**config.mk**
```make
export PLATFORM = sky130hd
export DESIGN_NAME = card_flip_ctrl_flat
export DESIGN_NICKNAME = d
export VERILOG_FILES = /design/src/rtl/vga_pkg.sv /design/src/rtl/card_flip_ctrl_if.sv /design/src/rtl/card_flip_ctrl_tile_hit_test.sv /design/src/rtl/card_flip_ctrl.sv /design/src/flat_wrapper.sv
export SDC_FILE = /design/constraint.sdc
export NUM_CORES = 1
export LEC_CHECK = 0
export BUFFER_PORTS_ARGS = -buffer_cell sky130_fd_sc_hd__clkbuf_2
export CAP_MARGIN = 20
export CORE_MARGIN = 4
export CORE_UTILIZATION = 62
export CTS_BUF_LIST = sky130_fd_sc_hd__clkbuf_16
export DETAILED_ROUTE_END_ITERATION = 10
export PLACE_DENSITY_LB_ADDON = 0.25
export SLEW_MARGIN = 20
export SYNTH_ARGS = -nofsm -noshare
export SYNTH_HDL_FRONTEND = slang
export SYNTH_SLANG_ARGS = --single-unit
```
**constraint.sdc**
```tcl
create_clock -name clk -period 4.2 [get_ports clk]
set_input_delay 0.63 -clock clk [delete_from_list [all_inputs] [get_ports clk]]
set_output_delay 0.63 -clock clk [all_outputs]
set_load 0.1 [all_outputs]
```
**src/rtl/vga_pkg.sv**
```systemverilog
// Shared constants for the memory-card game: grid placement, tile size, card pairing
// and the flip controller state encoding.
package vga_pkg;

  localparam int X_GRID_0  = 64;
  localparam int Y_GRID_0  = 112;
  localparam int TILE_SIZE = 128;
  localparam int GRID_COLS = 4;
  localparam int GRID_ROWS = 2;

  // Card identity per tile index; two tiles with the same id form a pair.
  localparam logic [2:0] CARD_ID [8] = '{3'd0, 3'd1, 3'd2, 3'd3, 3'd0, 3'd1, 3'd2, 3'd3};

  typedef enum logic [2:0] {
    IDLE,
    ONE,
    CHECK,
    WAIT_HIDE,
    DONE
  } flip_state_t;

  function automatic logic cards_match(input logic [2:0] a, input logic [2:0] b);
    return CARD_ID[a] == CARD_ID[b];
  endfunction

endpackage

```
**src/rtl/card_flip_ctrl_if.sv**
```systemverilog
// Mouse inputs and tile display outputs of the card flip controller.
// CARD_FLIP_SCORE_EN adds the moves counter output.
interface card_flip_ctrl_if;

  logic        mouse_left;
  logic [11:0] xpos;
  logic [11:0] ypos;
  logic [7:0]  reveal;
  logic [7:0]  solved;
  logic        game_done;
  logic        busy;
`ifdef CARD_FLIP_SCORE_EN
  logic [7:0]  moves;

  modport master (output mouse_left, xpos, ypos,
                  input  reveal, solved, game_done, busy, moves);
  modport slave  (input  mouse_left, xpos, ypos,
                  output reveal, solved, game_done, busy, moves);
`else
  modport master (output mouse_left, xpos, ypos,
                  input  reveal, solved, game_done, busy);
  modport slave  (input  mouse_left, xpos, ypos,
                  output reveal, solved, game_done, busy);
`endif

endinterface

```
**src/rtl/card_flip_ctrl_tile_hit_test.sv**
```systemverilog
// Maps a mouse position to a tile index of the 4x2 grid and flags whether it lies on the grid.
module tile_hit_test
  import vga_pkg::*;
(
  input  logic [11:0] xpos,
  input  logic [11:0] ypos,
  output logic [2:0]  idx,
  output logic        hit
);

  localparam int TILE_SHIFT = $clog2(TILE_SIZE);

  logic [1:0] col;
  logic       row;

  always_comb begin
    col = 2'((xpos - 12'(X_GRID_0)) >> TILE_SHIFT);
    row = 1'((ypos - 12'(Y_GRID_0)) >> TILE_SHIFT);
    idx = {row, col};
    hit = (int'(xpos) >= X_GRID_0) && (int'(xpos) < X_GRID_0 + GRID_COLS * TILE_SIZE) &&
          (int'(ypos) >= Y_GRID_0) && (int'(ypos) < Y_GRID_0 + GRID_ROWS * TILE_SIZE);
  end

endmodule

```
**src/rtl/card_flip_ctrl.sv**
```systemverilog
// Memory-game flip controller: turns mouse clicks into tile reveals, pair checks and hide timing.
// Optional macro CARD_FLIP_SCORE_EN adds a saturating moves counter.
module card_flip_ctrl
  import vga_pkg::*;
#(
  parameter int HIDE_DELAY = 65_000_000,
  parameter int N_CARDS    = 8
) (
  input  logic            clk,
  input  logic            rst,
  card_flip_ctrl_if.slave bus
);

  localparam int CNT_W = (HIDE_DELAY > 1) ? $clog2(HIDE_DELAY) : 1;

  flip_state_t        state, state_n;
  logic               btn_q, btn_qq;
  logic [11:0]        x_q, y_q;
  logic [2:0]         hit_idx;
  logic               hit;
  logic               click;
  logic               valid_pick;
  logic [N_CARDS-1:0] reveal_r, reveal_n;
  logic [N_CARDS-1:0] solved_r, solved_n;
  logic [2:0]         first_idx, first_n;
  logic [2:0]         second_idx, second_n;
  logic [CNT_W-1:0]   cnt, cnt_n;
  logic               busy_r, busy_n;
  logic               done_r, done_n;
`ifdef CARD_FLIP_SCORE_EN
  logic [7:0]         moves_r, moves_n;
`endif

  tile_hit_test u_hit (
    .xpos (x_q),
    .ypos (y_q),
    .idx  (hit_idx),
    .hit  (hit)
  );

  // Position is registered together with the button so the hit test sees the click-time position.
  assign click      = btn_q & ~btn_qq;
  assign valid_pick = click & hit & ~reveal_r[hit_idx];

  always_ff @(posedge clk) begin
    if (rst) begin
      btn_q      <= 1'b1;
      btn_qq     <= 1'b1;
      x_q        <= '0;
      y_q        <= '0;
      state      <= IDLE;
      reveal_r   <= '0;
      solved_r   <= '0;
      first_idx  <= '0;
      second_idx <= '0;
      cnt        <= '0;
      busy_r     <= 1'b0;
      done_r     <= 1'b0;
`ifdef CARD_FLIP_SCORE_EN
      moves_r    <= '0;
`endif
    end else begin
      btn_q      <= bus.mouse_left;
      btn_qq     <= btn_q;
      x_q        <= bus.xpos;
      y_q        <= bus.ypos;
      state      <= state_n;
      reveal_r   <= reveal_n;
      solved_r   <= solved_n;
      first_idx  <= first_n;
      second_idx <= second_n;
      cnt        <= cnt_n;
      busy_r     <= busy_n;
      done_r     <= done_n;
`ifdef CARD_FLIP_SCORE_EN
      moves_r    <= moves_n;
`endif
    end
  end

  always_comb begin
    state_n  = state;
    reveal_n = reveal_r;
    solved_n = solved_r;
    first_n  = first_idx;
    second_n = second_idx;
    cnt_n    = cnt;
`ifdef CARD_FLIP_SCORE_EN
    moves_n  = moves_r;
`endif
    case (state)
      IDLE: begin
        if (valid_pick) begin
          reveal_n[hit_idx] = 1'b1;
          first_n           = hit_idx;
          state_n           = ONE;
        end
      end
      ONE: begin
        if (valid_pick) begin
          reveal_n[hit_idx] = 1'b1;
          second_n          = hit_idx;
          state_n           = CHECK;
`ifdef CARD_FLIP_SCORE_EN
          if (moves_r != 8'hFF) moves_n = moves_r + 8'd1;
`endif
        end
      end
      CHECK: begin
        if (cards_match(first_idx, second_idx)) begin
          solved_n[first_idx]  = 1'b1;
          solved_n[second_idx] = 1'b1;
          state_n              = (&solved_n) ? DONE : IDLE;
        end else begin
          cnt_n   = CNT_W'(HIDE_DELAY - 1);
          state_n = WAIT_HIDE;
        end
      end
      WAIT_HIDE: begin
        if (cnt == '0) begin
          reveal_n[first_idx]  = 1'b0;
          reveal_n[second_idx] = 1'b0;
          state_n              = IDLE;
        end else begin
          cnt_n = cnt - 1'b1;
        end
      end
      DONE: begin
        state_n = DONE;
      end
      default: begin
        state_n = IDLE;
      end
    endcase
    busy_n = (state_n == CHECK) || (state_n == WAIT_HIDE);
    done_n = (state_n == DONE);
  end

  assign bus.reveal    = reveal_r;
  assign bus.solved    = solved_r;
  assign bus.game_done = done_r;
  assign bus.busy      = busy_r;
`ifdef CARD_FLIP_SCORE_EN
  assign bus.moves     = moves_r;
`endif

endmodule

```
**src/flat_wrapper.sv**
```systemverilog
// flat-port wrapper written by rule: the top's interface ports become plain ports
module card_flip_ctrl_flat import vga_pkg::*;
#(
  parameter int HIDE_DELAY = 65_000_000,
  parameter int N_CARDS    = 8
)
  (clk, rst, bus_mouse_left, bus_xpos, bus_ypos, bus_reveal, bus_solved, bus_game_done, bus_busy);
  card_flip_ctrl_if bus_i ();
  input  logic clk;
  input  logic rst;
  input wire logic [$bits(bus_i.mouse_left)-1:0] bus_mouse_left;
  input wire logic [$bits(bus_i.xpos)-1:0] bus_xpos;
  input wire logic [$bits(bus_i.ypos)-1:0] bus_ypos;
  output wire logic [$bits(bus_i.reveal)-1:0] bus_reveal;
  output wire logic [$bits(bus_i.solved)-1:0] bus_solved;
  output wire logic [$bits(bus_i.game_done)-1:0] bus_game_done;
  output wire logic [$bits(bus_i.busy)-1:0] bus_busy;
  assign bus_i.mouse_left = bus_mouse_left;
  assign bus_i.xpos = bus_xpos;
  assign bus_i.ypos = bus_ypos;
  assign bus_reveal = bus_i.reveal;
  assign bus_solved = bus_i.solved;
  assign bus_game_done = bus_i.game_done;
  assign bus_busy = bus_i.busy;
  card_flip_ctrl #(.HIDE_DELAY(HIDE_DELAY), .N_CARDS(N_CARDS)) u_core (.clk(clk), .rst(rst), .bus(bus_i));
endmodule
```
==> impl_metrics.ini, run 1 <==
[status]
status = finished clean

[floorplan]
row_count = 27
die_area_um2 = 6982
floorplan.initialDensity_pct = 64.28
die_w_um = 83.56
die_y_um = 83.56
core_um2 = 5507
io_pins = 45

[clocking]
cts-root-buf = clkbuf_16
postCtsHoldBufs = 0
clkSinkCount = 75
cts_tree = yes
cts_buffer_depth = 2
cts_max_level = 3
numCtsBuffers = 9
cts_resized = 0
clk_pin_slew_ns = 0.05
postCtsSetupBuffers = 0
clk_latency_ns = 0.33

[worst_setup_path]
crit_type = reg -> reg
critPathArrivalTime_ns = 3.17
ff2ff_setup_slack_ns = 1.25
end_kind = flop
reg2reg_depth = 7
r2r-start = u_core.x_q[6]
worstPathMaxFanout = 7
worstPathRequired_ns = 4.42
r2r-end = u_core.bus.busy
start_kind = flop

[placed_design]
dp_hpwl_um = 5453
io_buffers = 40
place_congestion = 0.8220
dp_slack_ns = 1.290
dpl.cell_count = 472

[final_layout]
n_antenna_cell = 0
nets = 442
final_cells = 486
nFillCells = 422
final_layout_size_suffix_gt1_share_pct = 19.08
area_growth_pct = 14.25

[synth]
ys.flop_type = dfxtp_1
synthCells = 375
synth_area_um2 = 3540
avgSynthCellArea_um2 = 9.439
yosysWarningCount = 0
syn-num-nets = 406
ys_types = 55
ys_async_sr_fraction_pct = 0
ys_seq_area_share_pct = 42.42
synth_edf_count = 0
synth-seq-cells = 75

[hold_path]
hold_path.startpoint = u_core.btn_q
min_path_type = reg -> reg
hold_path_depth = 1
holdPathEnd = u_core.btn_qq

[routing]
drt_iter0_drc = 212
via_per_inst = 6.477
drc = 0
first_pass_iters = 4
vias = 3148
post_drt_wl_per_cell_um = 16.67
postRouteAntennaNets = 0
routed_wl_um = 8101

[power]
swShare_pct = 20.91
power_w = 0.001519
intPower_w = 0.001201
p_leak_nw = 1.620
powerDensity_nw_per_um2 = 375.6
switchingPower_w = 0.0003176
power_frac_seq_pct = 48.0
pwr-share-comb_pct = 4.6
ir_drop_mv = 0.2854
p_clk_share_pct = 47.4

[sta]
fmax_ghz = 0.3392
rsz0062_at_grt = false
slew_violations = 0
fin_setup_tns_ns = 0
tightestPinTransition_ns = 1.020
period_minus_slack_ns = 2.948
hold_viol_final = 0
relSlewSlack_pct = 32.03
min_period_over_period_pct = 70.19
finalSetupViolCount = 0
clock_skew_ns = 0.003803
timing.final.ws_setup_ns = 1.252

[grt]
grtUsageTotal_pct = 23.77
antenna_found_initial = 0
grt_pass1_vias = 3038
grt_overflow_total = 0
grt_max_degree = 45
grt_pass1_wl_um = 13590

[run]
drv_cap = 0
-- cells in the mapped netlist (all sizes together), types with 3 or more instances --
cell	n	area share, %
inv	7	0.74
dfxtp	75	42
o22ai	9	1.6
nor2b	23	4.1
a211o	9	2.2
nor4	5	0.88
ha	4	1.4
nand3b	3	0.64
or4	22	4.9
a21oi	18	2.5
nand3	3	0.42
o41ai	4	1.2
xnor2	3	0.74
a31oi	24	4.2
or3	9	1.7
o21ai	5	0.71
o31ai	14	3.0
mux2i	13	3.7
clkbuf	15	1.6
nor2	22	2.3
nand4	5	0.88
nor3	7	1.1
nand2b	20	3.5
or2	11	1.9
a211oi	4	0.85
nand2	3	0.32
xor2	7	1.7
buf	3	0.74
-- power groups by stage --
stage	clock, W	sequential, W	combinational (W)
6_report	0.000720	0.000729	0.0000699
5_1_grt	0.000768	0.000729	0.0000779
3_5_place_dp	0	0.000744	0.0000692
4_1_cts	0.000733	0.000729	0.0000699
2_1_floorplan	0	0.000743	0.0000490
3_3_place_gp	0	0.000743	0.0000674
-- sequential cells by signal, indices dropped and copies added, names as in the netlist --
register	flops
u_core.bus.solved	8
u_core.bus.busy	1
u_core.btn_qq	1
u_core.x_q	12
u_core.y_q	8
u_core.cnt	26
u_core.second_idx	3
u_core.bus.game_done	1
u_core.bus.reveal	8
u_core.btn_q	1
u_core.state	3
u_core.first_idx	3
-- cell type report --
cell class / instances / area, um2 / share of cell area (%)
timing repair buffer: 43 / 222.7 / 5.507
tap: 72 / 90.09 / 2.228
clock inverter: 5 / 48.80 / 1.207
clock buffer: 9 / 225.2 / 5.569
sequential: 75 / 1501 / 37.13
inverter: 7 / 26.28 / 0.6498
multi-input combinational: 275 / 1929 / 47.71
-- critical path, cell delays in order (launching register included) --
cell and delay [ns]:
dfxtp_1 0.33, inv_1 0.05, ha_1 0.24, xor2_1 0.55, mux4_2 0.58, mux2i_1 0.36
nand3_1 0.33, a211oi_1 0.39
-- how the worst max path moves through the flow --
stage	endpoint	startpoint	slack, ns
final	u_core.bus.busy	u_core.x_q[6]	1.25
after global routing	u_core.bus.busy	u_core.x_q[6]	1.07
after CTS	u_core.bus.busy	u_core.x_q[6]	1.26
after detailed placement	u_core.bus.reveal[4]	u_core.x_q[6]	1.29
after global placement	u_core.bus.busy	u_core.x_q[6]	1.35
after floorplan	u_core.cnt[19]	u_core.cnt[8]	1.66
-- stage by stage --
stage / cell area [um2] / utilization, % / hold WS (ns)
after floorplan: 3540 / - / 0.4081
after global placement: 3770 / 68.46 / 0.4170
after detailed placement: 3770 / 68.46 / 0.4270
after CTS: 4044 / 73.44 / 0.4488
after global routing: 4044 / 73.44 / 0.4665
final: 4044 / 73.44 / 0.4434
-- routing by layer --
metal / global-route usage [%] / share of wire [%] / vias up / routed length (um)
li1: - / - / 1510 / -
met4: 12.72 / 2.6 / 0 / 208
met5: 0 / 0 / - / 0
met1: 28.41 / 41 / 1481 / 3316
met2: 38.97 / 50 / 138 / 4010
met3: 6.120 / 7.0 / 19 / 566
-- logic make-up after synthesis --
family          count (synthesis)  synth area share (%)
xor+xnor                       10                 2.475
buf+inv                        25                 3.075
flops                          75                 42.42
compound gates                102                 19.83
fa+ha+maj                       4                 1.414
mux                            17                 5.585
simple gates                  142                 25.20
-- cell usage in the layout, fill, tap and decap left out, drive strengths merged, types with 3 or more instances in the layout --
cell type  count
nand3          3
nor4           5
nor2b         23
inv            9
o31ai         14
or3            9
o41ai          4
nand2          3
a211o          9
ha             4
or4           22
nand2b        20
nand3b         3
clkbuf        49
a211oi         4
nor2          22
o22ai          9
mux2i         13
a31oi         24
a21oi         18
or2           11
xnor2          3
o21ai          5
dfxtp         75
nor3           7
nand4          5
buf            3
xor2           7
(Power assumes the default switching activity.)
==> inputs of run 2 (changes only) <==
--- a/config.mk
+++ b/config.mk
@@ -8,7 +8,7 @@
 export BUFFER_PORTS_ARGS = -buffer_cell sky130_fd_sc_hd__clkbuf_2
 export CAP_MARGIN = 20
 export CORE_MARGIN = 4
-export CORE_UTILIZATION = 62
+export CORE_UTILIZATION = 57
 export CTS_BUF_LIST = sky130_fd_sc_hd__clkbuf_16
 export DETAILED_ROUTE_END_ITERATION = 10
 export PLACE_DENSITY_LB_ADDON = 0.25
==> constraint.sdc (replaced) <==
create_clock -name clk -period 2.75 [get_ports clk]
set_input_delay 0.4125 -clock clk [delete_from_list [all_inputs] [get_ports clk]]
set_output_delay 0.4125 -clock clk [all_outputs]
set_load 0.1 [all_outputs]
==> run 2 against run 1 <==
Power grew 52%. Core utilization shrank 4.8 points. Global-route usage shrank 1.6 points. Clock skew grew 0.0042 ns. Critical path depth shrank 1. Critical endpoint is now u_core.second_idx[2]. Via count shrank 2.7%. Flip-flop and latch count is the same.
==> impl_metrics.ini, run 2 (same netlist as run 1, synthesis figures left out) <==
[worst_setup_path]
end_kind = flop
ff2ff_setup_slack_ns = 0.17
crit_chain = or4b_2 -> a2111oi_0 -> buf_4 -> and4bb_2 -> nand3_1 -> mux2_2
worstPathMaxFanout = 5
critPathArrivalTime_ns = 2.80
r2r-end = u_core.second_idx[2]
crit_type = reg -> reg
reg2reg_depth = 6
cp_slowest_cell = or4b_2
critPathMaxStageDelay_ns = 0.67
r2r-start = u_core.btn_qq
start_kind = flop
worstPathRequired_ns = 2.97

[grt]
grtUsageTotal_pct = 22.16
grt_pass1_vias = 2958
grt_overflow_total = 0
antenna_found_initial = 0
grt_max_degree = 82
grt_pass1_wl_um = 13450

[sta]
clock_skew_ns = 0.008016
finalSetupViolCount = 0
tightestPinTransition_ns = 0.7226
fmax_ghz = 0.3876
min_period_over_period_pct = 93.82
rsz0062_at_grt = false
fin_setup_tns_ns = 0
period_minus_slack_ns = 2.580
relSlewSlack_pct = 51.83
hold_viol_final = 0
slew_violations = 0

[final_layout]
layout_common_cells = dfxtp_1 (75), clkbuf_2 (40), a31oi_1 (24)
largestRegisters = u_core.cnt (26), u_core.x_q (12)
nFillCells = 478
final_common_cell = dfxtp_1
area_growth_pct = 16.15
largest_register = u_core.cnt
final_layout_size_suffix_gt1_share_pct = 21.75
largest_reg_flops = 26
n_antenna_cell = 0
final_util_pct = 68.63
nets = 449

[routing]
routed_wl_um = 7823
drc = 0
via_per_inst = 6.151
postRouteAntennaNets = 0
first_pass_iters = 4
wl_met3_um = 340
vias = 3063
wl_met1_um = 3425
post_drt_wl_per_cell_um = 15.71
drt_iter0_drc = 159
met2_wirelength_um = 3870
routed.top_layer = met4

[hold_path]
hold_path_depth = 2
min_path_type = in -> reg
holdPathEnd = u_core.btn_q
hold_path.startpoint = bus_mouse_left

[placed_design]
dp_hpwl_um = 5520
place_congestion = 0.8374
io_buffers = 40

[status]
status = finished clean

[floorplan]
row_count = 28
core_um2 = 5991
io_pins = 45
die_w_um = 86.80
die_y_um = 86.80
die_area_um2 = 7534
floorplan.initialDensity_pct = 59.09

[power]
power_w = 0.002309
pwr-share-comb_pct = 4.7
switchingPower_w = 0.0005389
swShare_pct = 23.34
powerDensity_nw_per_um2 = 561.7
p_clk_share_pct = 47.1
p_leak_nw = 1.648
intPower_w = 0.001770
power_frac_seq_pct = 48.1
ir_drop_mv = 0.4153

[clocking]
cts_buffer_depth = 2
cts_max_level = 3
numCtsBuffers = 9
postCtsSetupBuffers = 0
clk_latency_ns = 0.33
postCtsHoldBufs = 0
clkSinkCount = 75
cts-root-buf = clkbuf_16
clk_pin_slew_ns = 0.06
cts_tree = yes

[run]
drv_cap = 0
[run 2: changes by cell type in the layout (fill, tap and decap cells not counted), moves of 2 or more]
cell,delta
inv_6,+2
clkinv_4,+2
buf_4,+7
inv_1,-2
[run 2: timing repair]
item,in CTS,in global routing
endpoints found under the setup margin,0,9
hold endpoints to repair,0,0
gates resized for setup,0,2
[run 2: worst max-delay path by stage]
stage,to,cells after the start,start
finish,u_core.second_idx[2],6,u_core.btn_qq
detailed placement,u_core.bus.reveal[5],8,u_core.x_q[6]
global route,u_core.second_idx[2],6,u_core.btn_qq
floorplan,u_core.cnt[19],7,u_core.cnt[8]
global placement,u_core.bus.reveal[6],7,u_core.x_q[7]
CTS,u_core.bus.reveal[2],8,u_core.x_q[6]
[run 2: metal layers]
layer  track usage, %  up-vias
met5                0        -
met4            11.33        0
met3            4.468       21
met2            37.61       89
met1            26.33     1428
li1                 -     1525
[run 2: stage by stage]
stage | std cells | area (um2) | hold slack, ns | setup WS [ns]
6_report | 498 | 4111 | 0.2588 | 0.1699
5_1_grt | 498 | 4111 | 0.2683 | 0.02239
4_1_cts | 498 | 4103 | 0.2527 | 0.04357
3_5_place_dp | 482 | 3826 | 0.4306 | 0.1038
3_3_place_gp | 482 | 3826 | 0.4193 | 0.1540
2_1_floorplan | 375 | 3540 | 0.4081 | 0.2092
[run 2: layout make-up]
class	count	area [um2]	share of cell area (%)
multi-input combinational	275	1938	47.14
sequential	75	1501	36.52
timing repair buffer	50	275.3	6.695
clock buffer	9	225.2	5.478
tap	75	93.84	2.282
clock inverter	7	51.30	1.248
inverter	7	26.28	0.6391
[run 2: power by group through the flow]
| stage | Clock [W] | Combinational, W | Sequential [W] |
|---|---|---|---|
| global placement | 0 | 0.000106 | 0.00113 |
| floorplan | 0 | 0.0000749 | 0.00113 |
| detailed placement | 0 | 0.000109 | 0.00114 |
| global route | 0.00116 | 0.000121 | 0.00111 |
| finish | 0.00109 | 0.000109 | 0.00111 |
| CTS | 0.00110 | 0.000109 | 0.00111 |
[run 2: worst max-delay path, delay by kind of cell, from the launching register on]
kind,cells,cell delay [ns]
muxes,1,0.34
AOI/OAI and AO/OA,1,0.46
DFF,1,0.29
buffers and inverters,1,0.21
and+or+nand+nor,3,1.17
